===== src/rtl/bist_scheduler.sv =====
// Sequencer that time-shares one TPG/ORA/comparator datapath across NUM_CUT
// circuits-under-test, collecting a per-CUT fail bit and an overall verdict.
module bist_scheduler #(
  parameter int NUM_CUT = 4,
  parameter int NUM_PAT = 3
) (
  input  logic               clk,
  input  logic               rst,
  input  logic               start,
  input  logic               abort,
  input  logic [NUM_CUT-1:0] cut_mask,
  input  logic               result,
  output logic [((NUM_CUT > 1) ? $clog2(NUM_CUT) : 1)-1:0] cut_sel,
  output logic               init,
  output logic               en,
  output logic               compare,
  output logic               busy,
  output logic               done,
  output logic               pass_fail,
  output logic [NUM_CUT-1:0] fail_map
);

  localparam int SEL_W = (NUM_CUT > 1) ? $clog2(NUM_CUT) : 1;
  localparam int PAT_W = (NUM_PAT > 1) ? $clog2(NUM_PAT) : 1;
  localparam logic [SEL_W-1:0] LAST_SEL = SEL_W'(NUM_CUT - 1);
  localparam logic [PAT_W-1:0] LAST_PAT = PAT_W'(NUM_PAT - 1);

  typedef enum logic [2:0] {
    ST_IDLE    = 3'd0,
    ST_SELECT  = 3'd1,
    ST_INIT    = 3'd2,
    ST_RUN     = 3'd3,
    ST_COMPARE = 3'd4,
    ST_DONE    = 3'd5
  } state_t;

  state_t             state_r, state_nxt_s;
  logic [SEL_W-1:0]   cut_sel_r, cut_sel_nxt_s;
  logic [PAT_W-1:0]   pat_cnt_r, pat_cnt_nxt_s;
  logic [NUM_CUT-1:0] mask_r, mask_nxt_s;
  logic [NUM_CUT-1:0] fail_map_r, fail_map_nxt_s;
  logic               init_r, en_r, compare_r, busy_r, done_r, pass_fail_r;

  // Next-state and datapath-control decode; abort overrides every busy transition.
  always_comb begin
    state_nxt_s    = state_r;
    cut_sel_nxt_s  = cut_sel_r;
    pat_cnt_nxt_s  = pat_cnt_r;
    mask_nxt_s     = mask_r;
    fail_map_nxt_s = fail_map_r;
    case (state_r)
      ST_IDLE, ST_DONE: begin
        if (start) begin
          mask_nxt_s     = cut_mask;
          fail_map_nxt_s = {NUM_CUT{1'b0}};
          cut_sel_nxt_s  = {SEL_W{1'b0}};
          state_nxt_s    = ST_SELECT;
        end else begin
          state_nxt_s = state_r;
        end
      end
      ST_SELECT: begin
        if (abort) begin
          state_nxt_s = ST_IDLE;
        end else if (mask_r[cut_sel_r]) begin
          state_nxt_s = ST_INIT;
        end else if (cut_sel_r == LAST_SEL) begin
          state_nxt_s = ST_DONE;
        end else begin
          cut_sel_nxt_s = cut_sel_r + SEL_W'(1);
        end
      end
      ST_INIT: begin
        if (abort) begin
          state_nxt_s = ST_IDLE;
        end else begin
          pat_cnt_nxt_s = {PAT_W{1'b0}};
          state_nxt_s   = ST_RUN;
        end
      end
      ST_RUN: begin
        if (abort) begin
          state_nxt_s = ST_IDLE;
        end else begin
          pat_cnt_nxt_s = pat_cnt_r + PAT_W'(1);
          if (pat_cnt_r == LAST_PAT) begin
            state_nxt_s = ST_COMPARE;
          end else begin
            state_nxt_s = ST_RUN;
          end
        end
      end
      ST_COMPARE: begin
        if (abort) begin
          state_nxt_s = ST_IDLE;
        end else begin
          fail_map_nxt_s[cut_sel_r] = ~result;
          if (cut_sel_r == LAST_SEL) begin
            state_nxt_s = ST_DONE;
          end else begin
            cut_sel_nxt_s = cut_sel_r + SEL_W'(1);
            state_nxt_s   = ST_SELECT;
          end
        end
      end
      default: begin
        state_nxt_s = ST_IDLE;
      end
    endcase
  end

  // State, bookkeeping and strobes; strobes decode the next state so they track state_r exactly.
  always_ff @(posedge clk or posedge rst) begin
    if (rst) begin
      state_r     <= ST_IDLE;
      cut_sel_r   <= {SEL_W{1'b0}};
      pat_cnt_r   <= {PAT_W{1'b0}};
      mask_r      <= {NUM_CUT{1'b0}};
      fail_map_r  <= {NUM_CUT{1'b0}};
      init_r      <= 1'b0;
      en_r        <= 1'b0;
      compare_r   <= 1'b0;
      busy_r      <= 1'b0;
      done_r      <= 1'b0;
      pass_fail_r <= 1'b0;
    end else begin
      state_r     <= state_nxt_s;
      cut_sel_r   <= cut_sel_nxt_s;
      pat_cnt_r   <= pat_cnt_nxt_s;
      mask_r      <= mask_nxt_s;
      fail_map_r  <= fail_map_nxt_s;
      init_r      <= (state_nxt_s == ST_INIT);
      en_r        <= (state_nxt_s == ST_RUN);
      compare_r   <= (state_nxt_s == ST_COMPARE);
      busy_r      <= (state_nxt_s == ST_SELECT) || (state_nxt_s == ST_INIT) ||
                     (state_nxt_s == ST_RUN)    || (state_nxt_s == ST_COMPARE);
      done_r      <= (state_nxt_s == ST_DONE);
      pass_fail_r <= (state_nxt_s == ST_DONE) && (fail_map_nxt_s == {NUM_CUT{1'b0}});
    end
  end

  assign cut_sel   = cut_sel_r;
  assign init      = init_r;
  assign en        = en_r;
  assign compare   = compare_r;
  assign busy      = busy_r;
  assign done      = done_r;
  assign pass_fail = pass_fail_r;
  assign fail_map  = fail_map_r;

endmodule


===== config.mk =====
export PLATFORM = sky130hd
export DESIGN_NAME = bist_scheduler
export DESIGN_NICKNAME = d
export VERILOG_FILES = /design/src/rtl/bist_scheduler.sv
export SDC_FILE = /design/constraint.sdc
export NUM_CORES = 1
export LEC_CHECK = 0
export CAP_MARGIN = 20
export CORE_MARGIN = 4
export CORE_UTILIZATION = 54
export CTS_CLUSTER_DIAMETER = 150
export DETAILED_ROUTE_END_ITERATION = 10
export PLACE_DENSITY_LB_ADDON = 0.08
export SLEW_MARGIN = 20
export SYNTH_ARGS = -nofsm -noshare
export SYNTH_HDL_FRONTEND = slang
export SYNTH_SLANG_ARGS = --single-unit

===== constraint.sdc =====
create_clock -name clk -period 3.5 [get_ports clk]
set_input_delay 0.525 -clock clk [delete_from_list [all_inputs] [get_ports clk]]
set_output_delay 0.525 -clock clk [all_outputs]
set_load 0.005 [all_outputs]

==> results of run 1 <==
[worst max-delay path by stage]
stage / from / end / slack [ps] / cells past startpoint
after floorplan: cut_sel[0] / cut_sel[0] / 1540 / 5
after global placement: start / pass_fail / 1060 / 6
after detailed placement: start / pass_fail / 990 / 6
after CTS: start / pass_fail / 1320 / 6
after global routing: start / pass_fail / 1230 / 6
final: start / pass_fail / 1300 / 6
[layout make-up]
type / count / area, µm²
clock buffer: 4 / 26.3
inverter: 8 / 30.0
sequential: 21 / 526
multi-input combinational: 72 / 512
timing repair buffer: 20 / 200
fill: 149 / 477
tap: 25 / 31.3
[metrics by stage]
stage / power (mW) / utilization (%) / instances
after floorplan: 0.585 / - / 104
after global placement: 0.684 / 72.1 / 146
after detailed placement: 0.697 / 72.1 / 146
after CTS: 0.818 / 73.5 / 150
after global routing: 0.880 / 73.5 / 150
final: 0.810 / 73.5 / 150
[cells by family after synthesis]
group	Yosys count	synth area share [%]
and+or+nand+nor	45	24.3
DFF	21	48.7
AOI/OAI and AO/OA	16	10.2
buffers and inverters	11	3.94
muxes	5	6.26
adders and majority gates	5	5.79
xor gates and xnor gates	1	0.811
[sequential cells by signal (all words and copies together) (netlist names), 2 cells and up]
| register | count |
|---|---|
| cut_sel | 2 |
| state_r | 3 |
| mask_r | 4 |
| fail_map | 4 |
| pat_cnt_r | 2 |
[power by group through the flow]
stage	clock network, mW	logic [mW]	registers, mW
4_1_cts	0.122	0.310	0.386
3_3_place_gp	0	0.298	0.385
6_report	0.117	0.307	0.386
2_1_floorplan	0	0.233	0.352
5_1_grt	0.130	0.350	0.399
3_5_place_dp	0	0.307	0.390
[metal layers]
metal	wire length [µm]	global-route usage [%]	vias to the layer above
met3	118	3.13	5
met1	1020	25.6	432
li1	-	-	412
met5	0	0	-
met2	1030	28.5	29
met4	46	11.9	0
[placed cells by master, fill, tap and decap left out, types with 3 or more instances in the layout]
| cell | netlist | layout |
|---|---|---|
| o211ai_1 | 4 | 4 |
| dfrtp_1 | 21 | 21 |
| nor2_1 | 3 | 3 |
| clkbuf_4 | 0 | 3 |
| inv_1 | 8 | 8 |
| nand2b_1 | 6 | 6 |
| nand3_1 | 9 | 9 |
| mux2_2 | 4 | 4 |
| nand2_1 | 10 | 10 |
| clkdlybuf4s50_1 | 0 | 20 |
| nand3b_1 | 4 | 4 |
| ha_1 | 5 | 5 |
==> flow_summary.ini, run 1 <==
[outcome]
run_status = finished, final reports clean

[timing]
relSlewSlack_pct = 47.4
tightest_slew_ps = 788
max_freq_ghz = 0.455
final.period_utilization_pct = 62.8
setup_violations = 0
timing.final.ws_setup_ps = 1300
slew_violations = 0
rsz0062_at_grt = no
holdWs_ps = 498
setup_tns_ps = 0
fin_skew_ps = 2.42
post-route-min-period_ps = 2200
hold_violations = 0

[floorplan]
row_count = 15
start_util_pct = 59.9
fp.coreArea_um2 = 1800
io_pins = 21
die_h_um = 52.7
die_area_um2 = 2780
die_w_um = 52.7

[logic_synthesis]
avgSynthCellArea_um2 = 10.4
yosys_warnings = 0
synth.cell_area_um2 = 1080
post-synth-top-area-fraction_pct = 48.7
ys_ff_latch = 21
synthTopCellsByArea = dfrtp_1 (49%), ha_1 (5.8%), nand3_1 (4.2%), mux2_2 (4.2%), nand2_1 (3.5%)
synth_largest_area_cell = dfrtp_1
synthCells = 104
ys_seq_area_share_pct = 48.7
async_flop_share_pct = 100
synth_cell_type_count = 33
yosys-top-cells-count = dfrtp_1 (21), nand2_1 (10), nand3_1 (9)
synth_ff_type = dfrtp_1
synth_edf_count = 0
synth.most_common_cell = dfrtp_1
synth_nets = 118

[critical_path]
worstSetupEndpointType = register
path_buf_inv = 1
crit_slowest_cell = clkdlybuf4s50_1
r2r_end = busy
critical_path_arrival_ps = 2430
r2r-start = cut_sel[0]
r2r_cells = 5
r2r_setup_slack_ps = 1330
cp.required_ps = 3740
cpLargestDelayFamily = simple AND/OR/NAND/NOR gates
slowest_delay_ps = 570
critPathLaunchType = primary input
worstSetupPathType = primary input to register
cp_max_fo = 6
crit_chain = clkdlybuf4s50_1, or3b_1, o211ai_1, nand3_1, or4_1, nor3_2

[clocking]
clk_pin_slew_ps = 110
cts_setup_buffers = 0
cts_tree = built
clock_latency_ps = 300
cts_inserted_buffers = 3
clk_path_buf_depth = 2
root_buffer = clkbuf_4
cts_resized = 0
ctsHoldBuffers = 0
htreeDepth = 1
cts_sinks = 21

[worst_hold_path]
holdPathEnd = pat_cnt_r[0]
hold_path_depth = 1
hp-start = pat_cnt_r[0]
hold_path_class = register to register

[route]
dr.pass1.iters = 5
wl_um = 2210
via_count = 878
routedWlPerCell_um = 14.8
drtIter0Drc = 20
drt-vias-per-instance = 5.85
drc = 0
ant_nets = 0

[placement]
portBuffers = 20
postPlaceCellArea_um2 = 1300
gp_congestion = 0.833
place_ws_ps = 991
hpwlAfterDp_um = 1670

[final_layout]
diodes = 0
drive_above_1_share_pct = 7.20
final_cell_area_um2 = 1330
finalNetCount = 140
syn_to_final_growth_pct = 22.7

[grt]
grt_util_all_layers_pct = 19.1
antenna_found_initial = 0
grt_pass1_vias = 855
grt-ovfl-total = 0
grt_max_degree = 22
grt_first_pass_wirelength_um = 3840

[power]
swShare_pct = 35.9
pwr-share-comb_pct = 37.9
intPower_mw = 0.519
p_leak_nw = 0.598
pwr-share-clk_pct = 14.5
power.switching_mw = 0.290
peakVddDrop_v = 0.000502
p_seq_share_pct = 47.6
powerDensity_nw_per_um2 = 611

[flow_run]
max_cap_violations = 0
Note: power is estimated with default switching activity, not from simulation.
==> inputs of run 2 (changes only) <==
--- a/config.mk
+++ b/config.mk
@@ -7,7 +7,7 @@
 export LEC_CHECK = 0
 export CAP_MARGIN = 20
 export CORE_MARGIN = 4
-export CORE_UTILIZATION = 54
+export CORE_UTILIZATION = 45
 export CTS_CLUSTER_DIAMETER = 150
 export DETAILED_ROUTE_END_ITERATION = 10
 export PLACE_DENSITY_LB_ADDON = 0.08
==> constraint.sdc (replaced) <==
create_clock -name clk -period 2 [get_ports clk]
set_input_delay 0.3 -clock clk [delete_from_list [all_inputs] [get_ports clk]]
set_output_delay 0.3 -clock clk [all_outputs]
set_load 0.005 [all_outputs]
==> flow_summary.ini, run 2 (synthesis gave the netlist of run 1 again) <==
[critical_path]
crit_start = cut_sel[0]
critical_path_arrival_ps = 2190
cpLargestDelayFamily = multiplexers
worstSetupPathType = register to register
critPathLaunchType = register
crit_slowest_cell = mux4_2
worstSetupEndpointType = register
r2r-start = cut_sel[0]
path_buf_inv = 0
slowest_delay_ps = 530
cp_max_fo = 4
crit_chain = mux4_2, or4_1, a221o_1, nand2_1, o21ai_1
cp.required_ps = 2200

[timing]
post-route-min-period_ps = 1990
max_freq_ghz = 0.502
relSlewSlack_pct = 81.0
rsz0062_at_grt = yes
slew_violations = 0
hold_violations = 0
fin_skew_ps = 10.3
tightest_slew_ps = 285
holdWs_ps = 312
setup_violations = 0
final.period_utilization_pct = 99.5

[route]
via_count = 908
drc = 0
dr.pass1.iters = 3
routedWlPerCell_um = 13.8
drt-vias-per-instance = 5.31
drtIter0Drc = 8
ant_nets = 0
wl_um = 2370

[clocking]
cts_setup_buffers = 0
cts_sinks = 21
cts_tree = built
htreeDepth = 1
clk_path_buf_depth = 2
ctsHoldBuffers = 0
clock_latency_ps = 300
cts_inserted_buffers = 3
root_buffer = clkbuf_4
clk_pin_slew_ps = 130

[final_layout]
layout_commonest_cell = dfrtp_1
final_cell_mix = dfrtp_1 (21), clkdlybuf4s50_1 (20), buf_4 (18)
drive_above_1_share_pct = 21.7
fin_cells = 171
finalNetCount = 158
diodes = 0
syn_to_final_growth_pct = 37.4

[worst_hold_path]
hold_path_class = primary input to asynchronous set/reset pin

[grt]
grt_first_pass_wirelength_um = 4170
grt_max_degree = 22
grt_util_all_layers_pct = 16.3
grt_pass1_vias = 978
antenna_found_initial = 0
grt-ovfl-total = 0

[placement]
hpwlAfterDp_um = 1850
place_inst = 167
gp_congestion = 0.861
portBuffers = 20

[power]
peakVddDrop_v = 0.000764
p_leak_nw = 0.692
power_mw = 1.55
powerDensity_nw_per_um2 = 1040

[floorplan]
io_pins = 21
start_util_pct = 47.9
die_area_um2 = 3250
fp.coreArea_um2 = 2250
die_w_um = 57.0
die_h_um = 57.0
row_count = 17

[outcome]
run_status = finished, final reports clean

[flow_run]
max_cap_violations = 0
==> run 2: cell count changes in the layout (fill, tap and decap cells not counted), sizes merged <==
cell	before	now
clkinv	0	1
buf	0	18
clkbuf	4	3
==> run 2: power by group <==
part | total, mW | switching (mW) | internal, mW
Clock | 0.203 | 0.129 | 0.0744
Combinational | 0.728 | 0.335 | 0.393
Sequential | 0.618 | 0.0779 | 0.540
Total | 1.55 | 0.542 | 1.01
==> run 2: layout make-up <==
type	instances	area, µm²
Multi-Input combinational cell	72	531
Fill cell	208	771
Timing Repair Buffer	38	335
Clock buffer	3	22.5
Clock inverter	1	5.00
Sequential cell	21	526
Inverter	8	30.0
Tap cell	28	35.0
==> run 2: through the flow <==
step / setup slack (ps) / setup TNS (ps) / cell area [µm²] / utilization, %
detailed placement: -181 / -232 / 1440 / 63.8
global placement: -131 / -135 / 1440 / 63.8
finish: 9.85 / 0 / 1480 / 65.8
CTS: -3.86 / -3.86 / 1470 / 65.0
floorplan: 38.4 / 0 / 1080 / -
global route: -92.8 / -251 / 1480 / 65.8
==> run 2: worst min-delay path, delay by kind of cell <==
kind,cells,cell delay (ps)
buffers and inverters,3,720
==> run 2: worst paths after layout <==
| path | slack, ps | depth (start not counted) | to |
|---|---|---|---|
| worst min register to register | 500 | 1 | pat_cnt_r[0] |
| min in group clk | 500 | 1 | pat_cnt_r[0] |
| worst max-delay path | 10 | 5 | cut_sel[1] |
| worst max register to register | 10 | 5 | cut_sel[1] |
| max in group asynchronous | 1460 | 3 | state_r[0] |
| worst min-delay path | 310 | 3 | done |
==> run 2: per-layer routing <==
| metal | track usage [%] | vias up | routed length, µm |
|---|---|---|---|
| met5 | 0 | - | 0 |
| met4 | 4.97 | 0 | 12 |
| met3 | 2.26 | 2 | 80 |
| met2 | 29.7 | 12 | 1220 |
| met1 | 19.9 | 445 | 1060 |
| li1 | - | 449 | - |
==> run 2: repair_timing <==
action,CTS,global route
endpoints found under the hold margin,0,0
gates resized for setup,0,4
setup endpoints to repair,1,6
pin swaps,0,1
==> inputs of run 3 (changes only) <==
--- a/config.mk
+++ b/config.mk
@@ -7,10 +7,9 @@
 export LEC_CHECK = 0
 export CAP_MARGIN = 20
 export CORE_MARGIN = 4
-export CORE_UTILIZATION = 45
-export CTS_CLUSTER_DIAMETER = 150
+export CORE_UTILIZATION = 50
 export DETAILED_ROUTE_END_ITERATION = 10
-export PLACE_DENSITY_LB_ADDON = 0.08
+export PLACE_DENSITY = 0.79
 export SLEW_MARGIN = 20
 export SYNTH_ARGS = -nofsm -noshare
 export SYNTH_HDL_FRONTEND = slang
==> constraint.sdc (replaced) <==
create_clock -name clk -period 1.85 [get_ports clk]
set_input_delay 0.2775 -clock clk [delete_from_list [all_inputs] [get_ports clk]]
set_output_delay 0.2775 -clock clk [all_outputs]
set_load 0.005 [all_outputs]
==> flow_summary.ini, run 3 (synthesis gave the netlist of run 1 again) <==
[critical_path]
slowest_delay_ps = 540
r2r_setup_slack_ps = -130
crit_chain = mux4_2, or4_1, a221o_1, nand2_1, o21ai_1
endpoint = cut_sel[0]
critPathLaunchType = register
crit_start = cut_sel[0]
cp_max_fo = 4
worstSetupPathType = register to register
critical_path_arrival_ps = 2180
worstSetupEndpointType = register
r2r_cells = 5
r2r_end = cut_sel[0]
crit_slowest_cell = mux4_2
r2r-start = cut_sel[0]
cp.required_ps = 2050

[final_layout]
diodes = 0
syn_to_final_growth_pct = 43.7
final_cell_mix = buf_4 (21), dfrtp_1 (19), clkdlybuf4s50_1 (19)
finalNetCount = 162
layout_commonest_cell = buf_4
drive_above_1_share_pct = 30.6
finalCoreUtilization_pct = 77.5
final_cell_area_um2 = 1550

[timing]
final.period_utilization_pct = 107
slew_violations = 0
tightest_slew_ps = 589
relSlewSlack_pct = 60.6
setup_tns_ps = -427
fin_skew_ps = 6.09
max_freq_ghz = 0.505
timing.final.ws_setup_ps = -128
rsz0062_at_grt = yes
setup_violations = 4
hold_violations = 0
post-route-min-period_ps = 1980

[route]
drtIter0Drc = 15
drt-vias-per-instance = 5.37
wl_um = 2460
via_count = 934
ant_nets = 0
drc = 0
routedWlPerCell_um = 14.1
dr.pass1.iters = 4

[power]
powerDensity_nw_per_um2 = 1190
peakVddDrop_v = 0.000970
p_leak_nw = 0.722

[outcome]
run_status = finished with violations
violations = negative setup slack

[floorplan]
die_area_um2 = 2970
start_util_pct = 53.9
io_pins = 21
die_h_um = 54.5
die_w_um = 54.5
fp.coreArea_um2 = 2000
row_count = 16

[clocking]
cts_sinks = 21
clock_latency_ps = 310
ctsHoldBuffers = 0
cts_tree = built
cts_inserted_buffers = 3
htreeDepth = 1
clk_pin_slew_ps = 110
clk_path_buf_depth = 2
root_buffer = clkbuf_4

[grt]
grt_max_degree = 22
grt_first_pass_wirelength_um = 3990
grt_util_all_layers_pct = 19.4
grt-ovfl-total = 0
antenna_found_initial = 0
grt_pass1_vias = 909

[worst_hold_path]
hold_path_class = primary input to asynchronous set/reset pin

[flow_run]
max_cap_violations = 0

[placement]
postPlaceCellArea_um2 = 1430
gp_congestion = 0.768
hpwlAfterDp_um = 1740
portBuffers = 20
## run 3: changes by cell type in the layout (fill, tap and decap cells not counted), moves of 2 or more
cell | before | now
buf_4 | 18 | 21
buf_6 | 0 | 2
dfrtp_1 | 21 | 19
dfrtp_2 | 0 | 2
ha_1 | 5 | 3
## run 3: through the flow
| step | cells | hold WS (ps) | worst slack, ps | total power [mW] |
|---|---|---|---|---|
| final | 174 | 281 | -128 | 1.85 |
| after global placement | 165 | 467 | -260 | 1.45 |
| after floorplan | 104 | 254 | -112 | 1.11 |
| after detailed placement | 165 | 495 | -332 | 1.49 |
| after global routing | 174 | 314 | -221 | 2.00 |
| after CTS | 170 | 298 | -124 | 1.75 |
## run 3: metal layers
| metal | routed length (µm) | up-vias | GRT usage [%] |
|---|---|---|---|
| met2 | 1250 | 29 | 33.7 |
| met4 | 70 | 0 | 10.4 |
| met5 | 0 | - | 0 |
| met1 | 1010 | 442 | 21.8 |
| li1 | - | 456 | - |
| met3 | 129 | 7 | 4.63 |
## run 3: worst min path at each step
stage,startpoint,to,slack [ps],depth (start not counted)
floorplan,rst,busy,250,1
global placement,pat_cnt_r[1],pat_cnt_r[1],470,2
detailed placement,mask_r[2],mask_r[2],490,1
CTS,rst,pass_fail,300,3
global route,rst,fail_map[2],310,3
finish,rst,pass_fail,280,3
## run 3: cell type report
type | count | area [µm²]
well taps | 27 | 33.8
fillers | 131 | 450
inverters | 8 | 30.0
clock buffers | 4 | 26.3
repair buffers | 42 | 370
multi-input cells | 72 | 563
flip-flops and latches | 21 | 528
## run 3: power by group
part           switching (mW)  internal, mW  total (mW)  leakage [nW]
Sequential             0.0977         0.589       0.686         0.274
Clock                   0.138        0.0843       0.222        0.0150
Combinational           0.406         0.538       0.944         0.434
## run 3: repair_timing
item / 4_1_cts / 5_1_grt
gates resized for setup: 5 / 13
pin swaps: 3 / 8
setup buffers: 1 / 4
endpoints found under the setup margin: 5 / 6
## run 3: critical path, delay by kind of cell (launching register included)
family	cells	cell delay [ps]
AND/OR/NAND/NOR	2	480
flip-flops	1	390
AO/OA/AOI/OAI	2	450
multiplexers	1	540
